==> config.mk <==
export PLATFORM = sky130hd
export DESIGN_NAME = keypad_matrix_scan_flat
export DESIGN_NICKNAME = d
export VERILOG_FILES = /design/src/rtl/keypad_matrix_scan_if.sv /design/src/rtl/keypad_matrix_scan.sv /design/src/flat_wrapper.sv
export SDC_FILE = /design/constraint.sdc
export NUM_CORES = 1
export LEC_CHECK = 0
export CORE_MARGIN = 3
export CORE_UTILIZATION = 45
export DETAILED_ROUTE_END_ITERATION = 6
export SLEW_MARGIN = 20
export SYNTH_ARGS = -nofsm -noshare
export SYNTH_HDL_FRONTEND = slang
export SYNTH_SLANG_ARGS = --single-unit
export TNS_END_PERCENT = 100
==> constraint.sdc <==
create_clock -name clk -period 6.55 [get_ports clk]
set_input_delay 0.655 -clock clk [delete_from_list [all_inputs] [get_ports clk]]
set_output_delay 0.655 -clock clk [all_outputs]
set_load 0.005 [all_outputs]
==> src/rtl/keypad_matrix_scan_if.sv <==
// rtl/keypad_matrix_scan_if.sv - pin and key-event bundle for keypad_matrix_scan
//
// Purpose: groups the keypad pins and the key-event outputs of the scanner.
//   master: the scanner (drives col and the key strobes, receives rows)
//   slave : keypad / code-entry side (drives rows and repeat_en)
//
// Signals:
//   row          keypad rows, pulled up, low = closed contact on driven column
//   repeat_en    auto-repeat enable
//   col          one-cold column drive
//   key_valid    one-cycle strobe: new key or repeat
//   key_code     row_idx*COLS + col_idx
//   key_repeat   high with key_valid when the strobe is a repeat
//   key_release  one-cycle strobe when the held key is debounced open

interface keypad_matrix_scan_if #(
   parameter int ROWS  = 4,
   parameter int COLS  = 3,
   parameter int KEY_W = 4
);
   logic [ROWS-1:0]  row;
   logic             repeat_en;
   logic [COLS-1:0]  col;
   logic             key_valid;
   logic [KEY_W-1:0] key_code;
   logic             key_repeat;
   logic             key_release;

   modport master (
      input  row, repeat_en,
      output col, key_valid, key_code, key_repeat, key_release
   );

   modport slave (
      output row, repeat_en,
      input  col, key_valid, key_code, key_repeat, key_release
   );
endinterface

==> src/rtl/keypad_matrix_scan.sv <==
// rtl/keypad_matrix_scan.sv - matrix keypad scanner with debounce and auto-repeat
//
// Purpose: drives one column low at a time, samples the synchronised
// active-low rows once the column has settled, debounces press and release of
// the first key found and reports it as a linear index, optionally repeating
// while the key is held.
//
// Ports:
//   clk              system clock
//   rst_n            asynchronous active-low reset
//   bus.row          keypad rows in
//   bus.repeat_en    auto-repeat enable, sampled every cycle
//   bus.col          one-cold column drive out
//   bus.key_valid    one-cycle strobe: new key or repeat
//   bus.key_code     row_idx*COLS + col_idx, changes only with key_valid
//   bus.key_repeat   high with key_valid when the strobe is a repeat
//   bus.key_release  one-cycle strobe when the held key is debounced open

module keypad_matrix_scan #(
   parameter int ROWS         = 4,
   parameter int COLS         = 3,
   parameter int KEY_W        = 4,
   parameter int SETTLE       = 16,
   parameter int DEBOUNCE     = 1_000_000,
   parameter int REPEAT_DELAY = 25_000_000,
   parameter int REPEAT_RATE  = 5_000_000
) (
   input  logic                 clk,
   input  logic                 rst_n,
   keypad_matrix_scan_if.master bus
);

   // One shared counter, wide enough for the longest interval.
   localparam int MAX_SD = (SETTLE > DEBOUNCE) ? SETTLE : DEBOUNCE;
   localparam int MAX_RP = (REPEAT_DELAY > REPEAT_RATE) ? REPEAT_DELAY : REPEAT_RATE;
   localparam int MAX_T  = (MAX_SD > MAX_RP) ? MAX_SD : MAX_RP;
   localparam int CNT_W  = (MAX_T > 4) ? $clog2(MAX_T) : 2;
   localparam int RW     = (ROWS > 1) ? $clog2(ROWS) : 1;
   localparam int CW     = $clog2(COLS);

   localparam logic [CNT_W-1:0] SETTLE_T = CNT_W'(SETTLE - 1);
   localparam logic [CNT_W-1:0] DEB_T    = CNT_W'(DEBOUNCE - 1);
   localparam logic [CNT_W-1:0] DELAY_T  = CNT_W'(REPEAT_DELAY - 1);
   localparam logic [CNT_W-1:0] RATE_T   = CNT_W'(REPEAT_RATE - 1);
   localparam logic [CW-1:0]    LAST_COL = CW'(COLS - 1);

   typedef enum logic [1:0] {SCAN, DEB_PRESS, HELD, DEB_REL} state_t;

   state_t           state, state_nx;

   logic [ROWS-1:0]  row_meta, row_s;
   logic [CNT_W-1:0] cnt;
   logic             rpt_later;     // 0: next repeat uses REPEAT_DELAY, 1: REPEAT_RATE
   logic [RW-1:0]    key_row;
   logic [RW-1:0]    first_row;
   logic [CW-1:0]    col_idx, col_nx;
   logic [COLS-1:0]  col_r;
   logic             key_valid_r, key_repeat_r, key_release_r;
   logic [KEY_W-1:0] key_code_r;

   logic             any_low, key_open, rpt_hit;
   logic             cnt_clr, cnt_inc, latch_key, col_adv;
   logic             valid_d, rpt_d, rel_d, phase_first, phase_later;

   // Rows idle high, so the synchroniser resets to "no key".
   always_ff @(posedge clk or negedge rst_n) begin
      if (!rst_n) begin
         row_meta <= '1;
         row_s    <= '1;
      end else begin
         row_meta <= bus.row;
         row_s    <= row_meta;
      end
   end

   // Lowest closed row wins when several rows pull low on one column.
   always_comb begin
      first_row = '0;
      for (int i = ROWS - 1; i >= 0; i--) begin
         if (!row_s[i]) first_row = RW'(i);
      end
   end

   assign any_low  = ~&row_s;
   assign key_open = row_s[key_row];
   assign rpt_hit  = (cnt == (rpt_later ? RATE_T : DELAY_T));
   assign col_nx   = (col_idx == LAST_COL) ? '0 : col_idx + CW'(1);

   always_ff @(posedge clk or negedge rst_n) begin
      if (!rst_n) state <= SCAN;
      else        state <= state_nx;
   end

   always_comb begin
      state_nx = state;
      case (state)
         SCAN:      if (cnt == SETTLE_T && any_low) state_nx = DEB_PRESS;
         DEB_PRESS: begin
            if (key_open)           state_nx = SCAN;
            else if (cnt == DEB_T)  state_nx = HELD;
         end
         HELD:      if (key_open)   state_nx = DEB_REL;
         DEB_REL: begin
            if (!key_open)          state_nx = HELD;
            else if (cnt == DEB_T)  state_nx = SCAN;
         end
         default:                   state_nx = SCAN;
      endcase
   end

   always_comb begin
      cnt_clr     = 1'b0;
      cnt_inc     = 1'b0;
      latch_key   = 1'b0;
      col_adv     = 1'b0;
      valid_d     = 1'b0;
      rpt_d       = 1'b0;
      rel_d       = 1'b0;
      phase_first = 1'b0;
      phase_later = 1'b0;
      case (state)
         SCAN: begin
            if (cnt == SETTLE_T) begin
               cnt_clr = 1'b1;
               if (any_low) latch_key = 1'b1;
               else         col_adv   = 1'b1;
            end else begin
               cnt_inc = 1'b1;
            end
         end
         DEB_PRESS: begin
            if (key_open) begin
               col_adv = 1'b1;
               cnt_clr = 1'b1;
            end else if (cnt == DEB_T) begin
               valid_d     = 1'b1;
               cnt_clr     = 1'b1;
               phase_first = 1'b1;   // a fresh key always starts with the long delay
            end else begin
               cnt_inc = 1'b1;
            end
         end
         HELD: begin
            // Release is checked first so it beats a coincident repeat.
            if (key_open) begin
               cnt_clr = 1'b1;
            end else if (!bus.repeat_en) begin
               cnt_clr     = 1'b1;
               phase_first = 1'b1;
            end else if (rpt_hit) begin
               valid_d     = 1'b1;
               rpt_d       = 1'b1;
               cnt_clr     = 1'b1;
               phase_later = 1'b1;
            end else begin
               cnt_inc = 1'b1;
            end
         end
         DEB_REL: begin
            if (!key_open) begin
               cnt_clr     = 1'b1;
               phase_first = 1'b1;
            end else if (cnt == DEB_T) begin
               rel_d   = 1'b1;
               col_adv = 1'b1;
               cnt_clr = 1'b1;
            end else begin
               cnt_inc = 1'b1;
            end
         end
         default: cnt_clr = 1'b1;
      endcase
   end

   // The column stays put outside SCAN, so col_idx doubles as the latched column.
   always_ff @(posedge clk or negedge rst_n) begin
      if (!rst_n) begin
         cnt           <= '0;
         rpt_later     <= 1'b0;
         key_row       <= '0;
         col_idx       <= '0;
         col_r         <= ~COLS'(1);
         key_valid_r   <= 1'b0;
         key_repeat_r  <= 1'b0;
         key_release_r <= 1'b0;
         key_code_r    <= '0;
      end else begin
         if (cnt_clr)      cnt <= '0;
         else if (cnt_inc) cnt <= cnt + CNT_W'(1);

         if (phase_first)      rpt_later <= 1'b0;
         else if (phase_later) rpt_later <= 1'b1;

         if (latch_key) key_row <= first_row;

         if (col_adv) begin
            col_idx <= col_nx;
            col_r   <= ~(COLS'(1) << col_nx);
         end

         key_valid_r   <= valid_d;
         key_repeat_r  <= rpt_d;
         key_release_r <= rel_d;
         if (valid_d) key_code_r <= KEY_W'(int'(key_row) * COLS + int'(col_idx));
      end
   end

   assign bus.col         = col_r;
   assign bus.key_valid   = key_valid_r;
   assign bus.key_code    = key_code_r;
   assign bus.key_repeat  = key_repeat_r;
   assign bus.key_release = key_release_r;

endmodule
==> src/flat_wrapper.sv <==
// flat-port wrapper written by rule: the top's interface ports become plain ports
module keypad_matrix_scan_flat 
#(
   parameter int ROWS         = 4,
   parameter int COLS         = 3,
   parameter int KEY_W        = 4,
   parameter int SETTLE       = 16,
   parameter int DEBOUNCE     = 1_000_000,
   parameter int REPEAT_DELAY = 25_000_000,
   parameter int REPEAT_RATE  = 5_000_000
)
  (clk, rst_n, bus_row, bus_repeat_en, bus_col, bus_key_valid, bus_key_code, bus_key_repeat, bus_key_release);
  keypad_matrix_scan_if #(.ROWS(ROWS), .COLS(COLS), .KEY_W(KEY_W)) bus_i ();
  input  logic clk;
  input  logic rst_n;
  input wire logic [$bits(bus_i.row)-1:0] bus_row;
  input wire logic [$bits(bus_i.repeat_en)-1:0] bus_repeat_en;
  output wire logic [$bits(bus_i.col)-1:0] bus_col;
  output wire logic [$bits(bus_i.key_valid)-1:0] bus_key_valid;
  output wire logic [$bits(bus_i.key_code)-1:0] bus_key_code;
  output wire logic [$bits(bus_i.key_repeat)-1:0] bus_key_repeat;
  output wire logic [$bits(bus_i.key_release)-1:0] bus_key_release;
  assign bus_i.row = bus_row;
  assign bus_i.repeat_en = bus_repeat_en;
  assign bus_col = bus_i.col;
  assign bus_key_valid = bus_i.key_valid;
  assign bus_key_code = bus_i.key_code;
  assign bus_key_repeat = bus_i.key_repeat;
  assign bus_key_release = bus_i.key_release;
  keypad_matrix_scan #(.ROWS(ROWS), .COLS(COLS), .KEY_W(KEY_W), .SETTLE(SETTLE), .DEBOUNCE(DEBOUNCE), .REPEAT_DELAY(REPEAT_DELAY), .REPEAT_RATE(REPEAT_RATE)) u_core (.clk(clk), .rst_n(rst_n), .bus(bus_i));
endmodule
# --- Word-level counts from Yosys, hierarchy flattened ---
# Index checks and enable logic that the tools add are counted.
word_totals:
  word_cells: 90
  register_bits: 50
op_classes:
  order_cmp: 1
  n_mux: 53
  n_mul: 1
  add_sub_neg: 3
  reduce_logical: 7
  shift: 1
  n_eq_ne: 11
  bitwise: 1
op_table:
  columns: ["cell", "n"]
  rows:
  - ["$mux W25", 3]
  - ["$mux W1", 32]
  - ["$add A25 B1 Y25 const B", 1]
  - ["$eq A25 B20 Y1 const B", 1]
  - ["$eq A25 B25 Y1", 1]
  - ["$eq A25 B4 Y1 const B", 1]
  - ["$mux W2", 11]
  - ["$pmux W1 S4", 2]
  - ["$pmux W2 S4", 1]
  - ["$reduce_and A4 Y1", 2]
  - ["$eq A2 B2 Y1 const B", 3]
  - ["$pmux W1 S3", 2]
  - ["$add A4 B3 Y4", 1]
  - ["$mul A2 B2 Y4 const B", 1]
  - ["$ne A2 B1 Y1 const B", 2]
  - ["$reduce_bool A2 Y1", 2]
  - ["$lt A2 B3 Y1 const B", 1]
  - ["$ne A3 B1 Y1 const B", 1]
  - ["$ne A3 B3 Y1 const B", 1]
  - ["$not A3 Y3", 1]
  - ["$shl A1 B2 Y3 const A", 1]
  - ["$add A2 B1 Y2 const B", 1]
  - ["$bmux W1 S2", 1]
  - ["$eq A2 B1 Y1 const B", 1]
  - ["other kinds (4)", 4]

# --- Longest topological paths before layout ---
logic_depth:
  ltp_word: 8
  ltp_mapped: 10
  depth_no_buf: 8

# --- Worst setup path after synthesis ---
# Ideal clock, no wire load.
synth_path:
  path_type: "register to register"
  startpoint: "register u_core.cnt[9]"
  endpoint: "register u_core.col_idx[0]"
  stages_incl_launch_ff: 8
  synth_period_minus_slack_ps: 2483
  t_required_ps: 6425
  arrival_ps: 2358
  setup_time_ps: 125
  path_slack_ps: 4067
  path_cell_list: "dfrtp_1 -> clkbuf_1 -> or3_1 -> or4_1 -> nor4_4 -> nand2b_1 -> a31oi_4 -> mux2_2"
synth_via:
  elab_chain_cells: 4
  elab_cells_between_ends: 6
synth_lines:
  columns: ["element", "line_no", "text"]
  rows:
  - ["start: declaration", "keypad_matrix_scan.sv:52", "logic [CNT_W-1:0] cnt;"]
  - ["start signal: assignment", "keypad_matrix_scan.sv:189", "else if (cnt_inc) cnt <= cnt + CNT_W'(1);"]
  - ["$eq A25 B20 Y1", "keypad_matrix_scan.sv:163", "end else if (cnt == DEB_T) begin"]
  - ["$mux W1", "keypad_matrix_scan.sv:163", null]
  - ["$mux W1", "keypad_matrix_scan.sv:160", "if (!key_open) begin"]
  - ["$pmux W1 S3 *", "keypad_matrix_scan.sv:121", "case (state)"]
  - ["end signal: assignment", "keypad_matrix_scan.sv:197", "col_idx <= col_nx;"]
  - ["end: declaration", "keypad_matrix_scan.sv:56", "logic [CW-1:0] col_idx, col_nx;"]
# Mark *: on every way between the ends. The rest lies on a longest branch, timed or not.
# A chain may end at the register's enable or synchronous reset.

# --- Worst setup path in the final report ---
layout_path:
  startpoint: "register u_core.cnt[10]"
  endpoint: "register u_core.cnt[0]"
layout_via:
  elab_chain_cells: 6
  elab_cells_between_ends: 21
layout_lines:
  columns: ["element", "line_no", "text"]
  rows:
  - ["$eq A25 B25 Y1", "keypad_matrix_scan.sv:86", "assign rpt_hit = (cnt == (rpt_later ? RATE_T : DELAY_T));"]
  - ["$mux W1", "keypad_matrix_scan.sv:150", "end else if (rpt_hit) begin"]
  - ["$mux W1", "keypad_matrix_scan.sv:147", "end else if (!bus.repeat_en) begin"]
  - ["$mux W1", "keypad_matrix_scan.sv:145", "if (key_open) begin"]
  - ["$pmux W1 S4", "keypad_matrix_scan.sv:121", null]
  - ["$mux W25 / $reduce_bool A2 Y1 (equally long branches)", null, null]
# Several ways; a longest one is shown, not always the timed one.

==> results.json <==
{
  "startpoint_type": "flip-flop",
  "clock-root-buffer": "clkbuf_8",
  "cts.clk_slew.worst_paths_ps": 90,
  "ctsLongestPathBuffers": 2,
  "antenna_found_initial": 0,
  "post-route-min-period_ps": 3030,
  "synthToLayoutAreaGrowth_pct": 11.6,
  "grt_pass1_vias": 1921,
  "async_flop_share": 1.00,
  "ys_types": 49,
  "relSlewSlack": 0.469,
  "io_pins": 17,
  "ys_seq_area_frac": 0.468,
  "finalSetupTns_ps": 0,
  "maxCapViolations": 0,
  "drt_wl_total_um": 5290,
  "std_cell_rows": 27,
  "vdd_drop_max_mv": 0.0955,
  "die_w_um": 83.5,
  "syn_nets": 291,
  "worstRegToRegCells": 7,
  "cts_buffers": 5,
  "synth_area_mm2": 0.00270,
  "ant_nets": 0,
  "clkSinkCount": 50,
  "first_iter_violations": 89,
  "cts_setup_buffers": 0,
  "dpl-instance-area_mm2": 0.00292,
  "portBuffers": 16,
  "place_inst": 355,
  "place_congestion": 0.801,
  "cts_hold_buf": 0,
  "grt.total_usage": 0.167,
  "final_cell_area_mm2": 0.00301,
  "finalPower_uw": 514,
  "p_leak_nw": 1.22,
  "finalCritPeriodShare": 0.463,
  "fin_worst_skew_ps": 6.05,
  "cts_tree": "done",
  "grt_max_degree": 51,
  "tightest_slew_ps": 797,
  "max_freq_mhz": 330,
  "drive_above_1_share": 0.117,
  "fin_nets": 306,
  "die_h_um": 83.5,
  "vias_per_cell": 5.64,
  "hold_depth": 0,
  "final_cells": 363,
  "holdCritPathClass": "flip-flop to flip-flop",
  "crit_type": "flip-flop to flip-flop",
  "dieArea_mm2": 0.00697,
  "final_common_cell": "dfrtp_1",
  "grt_remaining_overflow": 0,
  "synth_warnings": 0,
  "ctsHtreeMaxLevel": 2,
  "drc_errors": 0,
  "worst-r2r-setup-slack_ps": 3520,
  "path_max_fanout": 24,
  "cp.required_ps": 6750,
  "ys_seq_elements": 50,
  "synth_edf_count": 0,
  "wire_per_inst_um": 14.6,
  "synth_ff_type": "dfrtp_1",
  "vias": 2048,
  "grt_setup_unrepaired": "no",
  "fin_hold_ws_ps": 360,
  "setup_viol": 0,
  "synth_area_per_cell_um2": 9.82,
  "end_kind": "flip-flop",
  "finalHoldViolCount": 0,
  "power.density_mw_per_mm2": 171,
  "hpwl_um": 3770,
  "final_cell_mix": "dfrtp_1 (40), nor2_1 (30), nand2_1 (20)",
  "drtPass1Iterations": 4,
  "clkLatencyLatePin_ps": 310,
  "num_antenna_cells": 0,
  "drv_slew": 0,
  "crit_arrival_ps": 3230,
  "netlist_instances": 275,
  "status": "completed",
  "fp.coreArea_mm2": 0.00564,
  "initial_core_util": 0.479,
  "finish.utilization": 0.534,
  "grt_pass1_wl_um": 9580,
  "setup_slack_ps": 3520,
  "cts_resized": 0,
  "pre_cts_ws_ps": 3500
}
synthesized netlist by cell type (5+ instances only):
cell type	number	area (um2)
dfrtp_1	40	1000
nor2_1	30	113
nand2_1	20	75.1
nor3_1	18	90.1
xnor2_1	17	149
a21oi_1	12	60.1
inv_1	11	41.3
nand3_1	11	55.1
dfstp_2	10	263
and3_1	8	50.1
ha_1	7	87.6
nor4_1	7	43.8
o21ai_0	7	35.0
or4_1	7	52.6
nand4_1	6	37.5
buf_2	5	25.0
clkbuf_1	5	18.8
mux2_2	5	56.3
final timing paths:
check                                              from                       endpoint
max                          u_core.cnt[10]$_DFFE_PN0P_      u_core.cnt[0]$_DFFE_PN0P_
min                        u_core.row_meta[2]$_DFF_PN1_      u_core.row_s[2]$_DFF_PN1_
max reg2reg                  u_core.cnt[10]$_DFFE_PN0P_      u_core.cnt[0]$_DFFE_PN0P_
min reg2reg                u_core.row_meta[2]$_DFF_PN1_      u_core.row_s[2]$_DFF_PN1_
max in group asynchronous                         rst_n      u_core.cnt[0]$_DFFE_PN0P_
min in group asynchronous                         rst_n  u_core.bus.col[0]$_DFFE_PN0P_
cell type report:
| type | instances | area (um2) |
|---|---|---|
| Fill cell | 516 | 2630 |
| Multi-Input combinational cell | 203 | 1350 |
| Sequential cell | 50 | 1260 |
| Timing Repair Buffer | 19 | 178 |
| Tap cell | 72 | 90.1 |
| Clock buffer | 5 | 68.8 |
| Inverter | 11 | 41.3 |
| Clock inverter | 3 | 25.0 |
power breakdown:
part	switching [mW]	leakage [nW]	internal (mW)
clock network	0.110	0.0447	0.0773
registers	0.00129	0.623	0.313
logic	0.00832	0.553	0.00453
total	0.119	1.22	0.395
routing by layer:
metal | wire (um) | vias up | part of all wire | GRT usage
li1 | - | 1017 | - | -
met1 | 2620 | 983 | 0.49 | 0.252
met2 | 2310 | 42 | 0.44 | 0.246
met3 | 302 | 6 | 0.057 | 0.0355
met4 | 61 | 0 | 0.012 | 0.0409
met5 | 0 | - | 0 | 0
registers in the layout (all words and copies together), names as in the netlist, 2 cells and up, named ones only:
name / flops
u_core.bus.key_code: 4
u_core.bus.col: 3
u_core.row_s: 4
u_core.col_idx: 2
u_core.key_row: 2
u_core.row_meta: 4
u_core.cnt: 25
logic make-up after synthesis:
| group | count (synthesis) | synth area share |
|---|---|---|
| buffers and inverters | 22 | 0.0329 |
| muxes | 10 | 0.0440 |
| xor gates and xnor gates | 17 | 0.0551 |
| AOI/OAI and AO/OA | 40 | 0.102 |
| DFF | 50 | 0.468 |
| adders and majority gates | 9 | 0.0473 |
| and+or+nand+nor | 127 | 0.250 |
critical path: stages (launching register included):
cell     delay [ps]
dfrtp_1         440
or4_4           540
nor4_1          390
and3_1          300
o31a_1          160
a211o_1         660
nor2_1          140
mux2_2          290
No activity file was read; power rests on OpenSTA's default activity.
